### src/rtl/settle_timer.sv
// Settling counter: counts up to TERMINAL (or down from it to zero) and flags the terminal count.
module settle_timer #(
    parameter int WIDTH      = 8,
    parameter int TERMINAL   = 9,
    parameter bit COUNT_DOWN = 1'b0
) (
    input  logic clk,
    input  logic rst_n,
    input  logic clear,
    input  logic enable,
    output logic tc
);

    logic [WIDTH-1:0] count;

    // Clear takes priority so the owner can restart a count on the same edge it stops counting.
    always_ff @(posedge clk) begin
        if (!rst_n) begin
            count <= '0;
        end else if (clear) begin
            count <= COUNT_DOWN ? WIDTH'(TERMINAL) : '0;
        end else if (enable) begin
            count <= COUNT_DOWN ? count - WIDTH'(1) : count + WIDTH'(1);
        end
    end

    assign tc = COUNT_DOWN ? (count == '0) : (count == WIDTH'(TERMINAL));

endmodule

### config.mk
export PLATFORM = sky130hd
export DESIGN_NAME = settle_timer
export DESIGN_NICKNAME = d
export VERILOG_FILES = /design/src/rtl/settle_timer.sv
export SDC_FILE = /design/constraint.sdc
export NUM_CORES = 1
export LEC_CHECK = 0
export BUFFER_PORTS_ARGS = -buffer_cell sky130_fd_sc_hd__buf_2
export CAP_MARGIN = 20
export CORE_AREA = 2 2 39 41
export DETAILED_ROUTE_END_ITERATION = 12
export DIE_AREA = 0 0 41 43
export PLACE_DENSITY_LB_ADDON = 0.25
export SLEW_MARGIN = 10
export SYNTH_ARGS = -nofsm -noshare
export SYNTH_HDL_FRONTEND = slang
export SYNTH_SLANG_ARGS = --single-unit
### constraint.sdc
create_clock -name clk -period 1.3 [get_ports clk]
set_clock_uncertainty 0.05 [all_clocks]
set_input_delay 0.195 -clock clk [delete_from_list [all_inputs] [get_ports clk]]
set_output_delay 0.195 -clock clk [all_outputs]
set_load 0.005 [all_outputs]
==> flow_summary.ini, run 1 <==
[sta]
finalSetupViolations = 1
hold_violations = 0
fin_crit_sh_pct = 108
grt_setup_unrepaired = true
drv_slew = 0
min_period_ns = 1.40
fin_ws_ns = -0.102
whs_ns = 0.171
worstMarginPinSlew_ns = 0.313
max_freq_ghz = 0.713
slew_headroom_pct = 79.1

[setup_path]
crit_required_ns = 1.05
crit_arrival_ns = 1.16
critPathMaxFanout = 4
start_kind = flop
worstPathCellList = inv_1 > ha_1 > nand3_2 > nor4_2 > buf_2
cp_slowest_cell = dfxtp_2
endpoint_kind = primary output
slowest_delay_ns = 0.33
worst-r2r-cell-count = 4
path_class = flop to primary output

[clocking]
clk_path_buf_depth = 2
postCtsSetupRepairBufs = 0
clk-insertion-delay-late_ns = 0.26
clock-root-buffer = clkbuf_4
holdBufCountCts = 0
clock_sinks = 8
numCtsBuffers = 3
clk_pin_slew_ns = 0.05
h-tree-depth = 1
cts_tree = yes

[floorplan]
fp.dieW_um = 41
start_util_pct = 26.9
dieArea_sq_um = 1760
die_h_um = 43
num_rows = 14
ioPinCount = 5
core_region_area_sq_um = 1380

[min_path]
min_path_type = input pin to flop
worstHoldPathCells = 2

[route]
vias = 311
drc = 0
wl_per_cell_um = 10.2
dr.first_iter.drc_count = 2
ant_nets = 0
routed_wl_um = 662
vias_per_cell = 4.78
drt_pass1_iterations = 2

[final_layout]
regMostFlops = count
most-common-layout-cells = nor2_1, dfxtp_1, buf_2
antenna_cells = 0
post-route-util_pct = 32.5
design_area_sq_um = 450
drive_gt1_share_pct = 28.6
finalNonFillerCells = 65
final_common_cell = nor2_1
syn_to_final_growth_pct = 21.2
final_nets = 57
largest_reg_flops = 8
top_regs = count x8

[yosys]
syn_area_sq_um = 372
ys_seq_area_share_pct = 43.1
synth-xor-area-share_pct = 9.43
yosys.area.top_type = dfxtp_1
syn_inst = 43
syn_area_per_cell_sq_um = 8.64
mappedNetlistNets = 49
synthMuxAreaShare_pct = 0
synth_top_area_share_pct = 43.1
synth.distinct_cells = 18
synth_top_family_by_area = simple AND/OR/NAND/NOR gates
ys_top_cells_by_area = dfxtp_1, xor2_1, ha_1, nor2_1, or3_1
yosys.area_share.simple_pct = 27.3
synthAdderAreaFrac_pct = 6.73
synth_compound_area_share_pct = 10.1
yosys_warnings = 0
ys_ff_latch = 8

[global_route]
grt_first_pass_wirelength_um = 1120
grt_max_degree = 9
grt-ovfl-total = 0
grt_pass1_vias = 277
track_usage_pct = 9.97
antenna_found_initial = 0

[run]
drv_cap = 0

[pwr]
power_leakage_uw = 0.000167
peakVddDrop_v = 0.000399
cellPowerDensity_nw_per_um2 = 1040

[placement]
numPortBuffers = 4
gp_congestion = 0.708
placed_area_sq_um = 410
dp.final_hpwl_um = 453
dp.cells = 62

[run_status]
status = finished, violations left
violations = setup timing
-- routing by layer --
layer | GRT usage, % | part of all wire [%]
met5 | 0 | 0
met1 | 13.3 | 49
met2 | 11.6 | 45
met3 | 3.14 | 3.0
met4 | 10.0 | 2.6
-- final timing paths --
kind	startpoint	slack, ns	end
hold / removal	enable	0.17	count[1]$_SDFFE_PP0P_
setup reg to reg	count[0]$_SDFFE_PP0P_	0.09	count[6]$_SDFFE_PP0P_
setup / recovery	count[1]$_SDFFE_PP0P_	-0.10	tc
hold reg to reg	count[7]$_SDFFE_PP0P_	0.45	count[7]$_SDFFE_PP0P_
-- cells in the mapped netlist (all sizes together) --
library cell and number:
or3 3, a21oi 3, ha 2, nand2b 1, nand4 3, nor2 6, nor4 1, buf 1
dfxtp 8, clkbuf 1, a211oi 1, o21ai 3, nand2 2, nand3 3, xnor2 1, inv 1
xor2 3
-- cell type report --
cell class | instances | area [sq um]
repair buffers | 5 | 27.5
clock buffers | 3 | 22.5
inverters | 1 | 3.75
fillers | 149 | 933
multi-input cells | 32 | 210
well taps | 16 | 20.0
flip-flops and latches | 8 | 166
-- worst max-delay path: cells and delay by family, from the launching register on --
family        cells  cell delay [ns]
flops             1             0.33
buf+inv           2             0.20
simple gates      2             0.20
fa+ha+maj         1             0.16
-- where the power goes --
group	leakage [uW]	switching [uW]	internal [uW]
logic	0.0000873	12.3	9.96
registers	0.0000663	3.56	248
clock network	0.0000138	90.7	106
-- kinds of logic after synthesis --
group,count (synthesis)
AO/OA/AOI/OAI,7
XOR/XNOR,4
adder cells (fa/ha/maj),2
buffers and inverters,3
flip-flops,8
AND/OR/NAND/NOR,19
-- what timing repair did --
item / 4_1_cts / 5_1_grt
endpoints found under the setup margin: 1 / 2
gates resized for setup: 3 / 3
pin swaps: 0 / 0
-- metrics by stage --
step	setup TNS (ns)	setup slack (ns)	total power [uW]
global placement	0	0.0526	279
detailed placement	0	0.0139	278
global route	-0.227	-0.227	492
floorplan	0	0.0680	272
CTS	-0.128	-0.128	479
finish	-0.102	-0.102	470
Power figures use the tool's default switching activity.
==> inputs of run 2 (changes only) <==
--- a/config.mk
+++ b/config.mk
@@ -10,7 +10,7 @@
 export CORE_AREA = 2 2 39 41
 export DETAILED_ROUTE_END_ITERATION = 12
 export DIE_AREA = 0 0 41 43
-export PLACE_DENSITY_LB_ADDON = 0.25
+export PLACE_DENSITY_LB_ADDON = 0.3
 export SLEW_MARGIN = 10
 export SYNTH_ARGS = -nofsm -noshare
 export SYNTH_HDL_FRONTEND = slang
==> run 2 against run 1 <==
The run still ends with setup timing left. Register-to-register slack lost 0.03 ns. Setup slack better by 0.059 ns. First-iteration DRC count is 50% lower. Final cell count increased by 4.6%. Total power increased by 2.3%. Combinational power increased by 67%. Critical endpoint unchanged.
==> flow_summary.ini, run 2 (synthesis results as in run 1) <==
[pwr]
peakVddDrop_v = 0.000450
power_leakage_uw = 0.000174
p_switching_uw = 109
p_total_uw = 481
p_int_uw = 372
pwr-share-clk_pct = 40.1
p_sw_share_pct = 22.8
p_seq_share_pct = 52.1
cellPowerDensity_nw_per_um2 = 938
combPwrFrac_pct = 7.8

[placement]
dp.cells = 62
dp.final_hpwl_um = 500
gp_congestion = 0.736
numPortBuffers = 4

[sta]
hold_violations = 0
min_period_ns = 1.34
fin_ws_ns = -0.0427
drv_slew = 0
fin_crit_sh_pct = 103
finalSetupViolations = 1
worstMarginPinSlew_ns = 0.314
max_freq_ghz = 0.745
grt_setup_unrepaired = true
slew_headroom_pct = 79.1

[route]
vias = 327
ant_nets = 0
dr.first_iter.drc_count = 1
vias_per_cell = 4.81
drt_pass1_iterations = 2
wl_per_cell_um = 11.5
drc = 0
routed_wl_um = 783

[min_path]
min_path_type = input pin to flop
hold_end = count[1]$_SDFFE_PP0P_
worstHoldPathCells = 2
min_from = enable

[floorplan]
num_rows = 14
ioPinCount = 5
core_region_area_sq_um = 1380
dieArea_sq_um = 1760
start_util_pct = 26.9
die_h_um = 43
fp.dieW_um = 41

[global_route]
grt_first_pass_wirelength_um = 1300
track_usage_pct = 12.0
antenna_found_initial = 0
grt_pass1_vias = 326
grt_max_degree = 9
grt-ovfl-total = 0

[final_layout]
syn_to_final_growth_pct = 38.0
drive_gt1_share_pct = 40.4
antenna_cells = 0
finalNonFillerCells = 68
top_regs = count x8
most-common-layout-cells = nor2_1, dfxtp_1, buf_2
final_nets = 60
regMostFlops = count
largest_reg_flops = 8

[run]
drv_cap = 0

[setup_path]
startpoint = count[2]$_SDFFE_PP0P_
start_kind = flop
endpoint_kind = primary output
crit_arrival_ns = 1.10
worst-r2r-cell-count = 6
worstReg2RegStart = count[0]$_SDFFE_PP0P_
path_class = flop to primary output
critPathMaxFanout = 5
regToRegSetupSlack_ns = 0.06
crit_required_ns = 1.05
timing.rr.end = count[4]$_SDFFE_PP0P_

[run_status]
violations = setup timing
status = finished, violations left

[clocking]
clk-insertion-delay-late_ns = 0.26
cts_tree = yes
clock_sinks = 8
clk_path_buf_depth = 2
numCtsBuffers = 3
clock-root-buffer = clkbuf_4
h-tree-depth = 1
clk_pin_slew_ns = 0.05
==> run 2: timing repair <==
item                                    4_1_cts  5_1_grt
pin swaps                                     3        4
endpoints found under the setup margin        1        6
hold buffers                                  0        0
setup buffers                                 2        1
endpoints found under the hold margin         0        0
gates resized for setup                       9        5
==> run 2: cell type report <==
| cell class | instances | area [sq um] |
|---|---|---|
| Multi-Input combinational cell | 32 | 246 |
| Timing Repair Buffer | 8 | 53.8 |
| Fill cell | 144 | 871 |
| Clock buffer | 3 | 22.5 |
| Sequential cell | 8 | 166 |
| Inverter | 1 | 3.75 |
| Tap cell | 16 | 20.0 |
==> run 2: worst max-delay path: stages, from the launching register on <==
cell and delay [ns]:
dfxtp_2 0.36, nor2_2 0.12, nand3_2 0.08, nor4_2 0.13, buf_2 0.15
==> run 2: power by group through the flow <==
| stage | Clock, uW | Combinational (uW) | Sequential [uW] |
|---|---|---|---|
| detailed placement | 0 | 21.7 | 257 |
| finish | 193 | 37.3 | 251 |
| global route | 215 | 41.6 | 251 |
| global placement | 0 | 21.5 | 257 |
| floorplan | 0 | 15.6 | 257 |
| CTS | 205 | 30.9 | 252 |
==> run 2: metal layers <==
layer | up-vias | track usage (%) | share of wire [%]
met4 | 0 | 10.0 | 4.9
met5 | - | 0 | 0
met3 | 5 | 7.85 | 4.5
li1 | 169 | - | -
met1 | 146 | 11.4 | 40
met2 | 7 | 16.9 | 50
==> run 2: metrics by stage <==
step | setup slack [ns] | util [%] | hold WS (ns) | setup TNS (ns) | area [sq um]
6_report | -0.0427 | 37.1 | 0.195 | -0.0427 | 513
5_1_grt | -0.123 | 37.1 | 0.219 | -0.136 | 513
4_1_cts | -0.140 | 34.5 | 0.165 | -0.170 | 478
3_5_place_dp | 0.0269 | 29.7 | 0.432 | 0 | 410
3_3_place_gp | 0.0550 | 29.7 | 0.418 | 0 | 410
2_1_floorplan | 0.0680 | - | 0.408 | 0 | 372
==> run 2: worst max path at each step <==
stage / end / slack (ns) / cells past startpoint
after floorplan: count[6]$_SDFFE_PP0P_ / 0.07 / 4
after global placement: count[6]$_SDFFE_PP0P_ / 0.05 / 4
after detailed placement: count[6]$_SDFFE_PP0P_ / 0.03 / 4
after CTS: tc / -0.14 / 5
after global routing: tc / -0.12 / 4
final: tc / -0.04 / 4
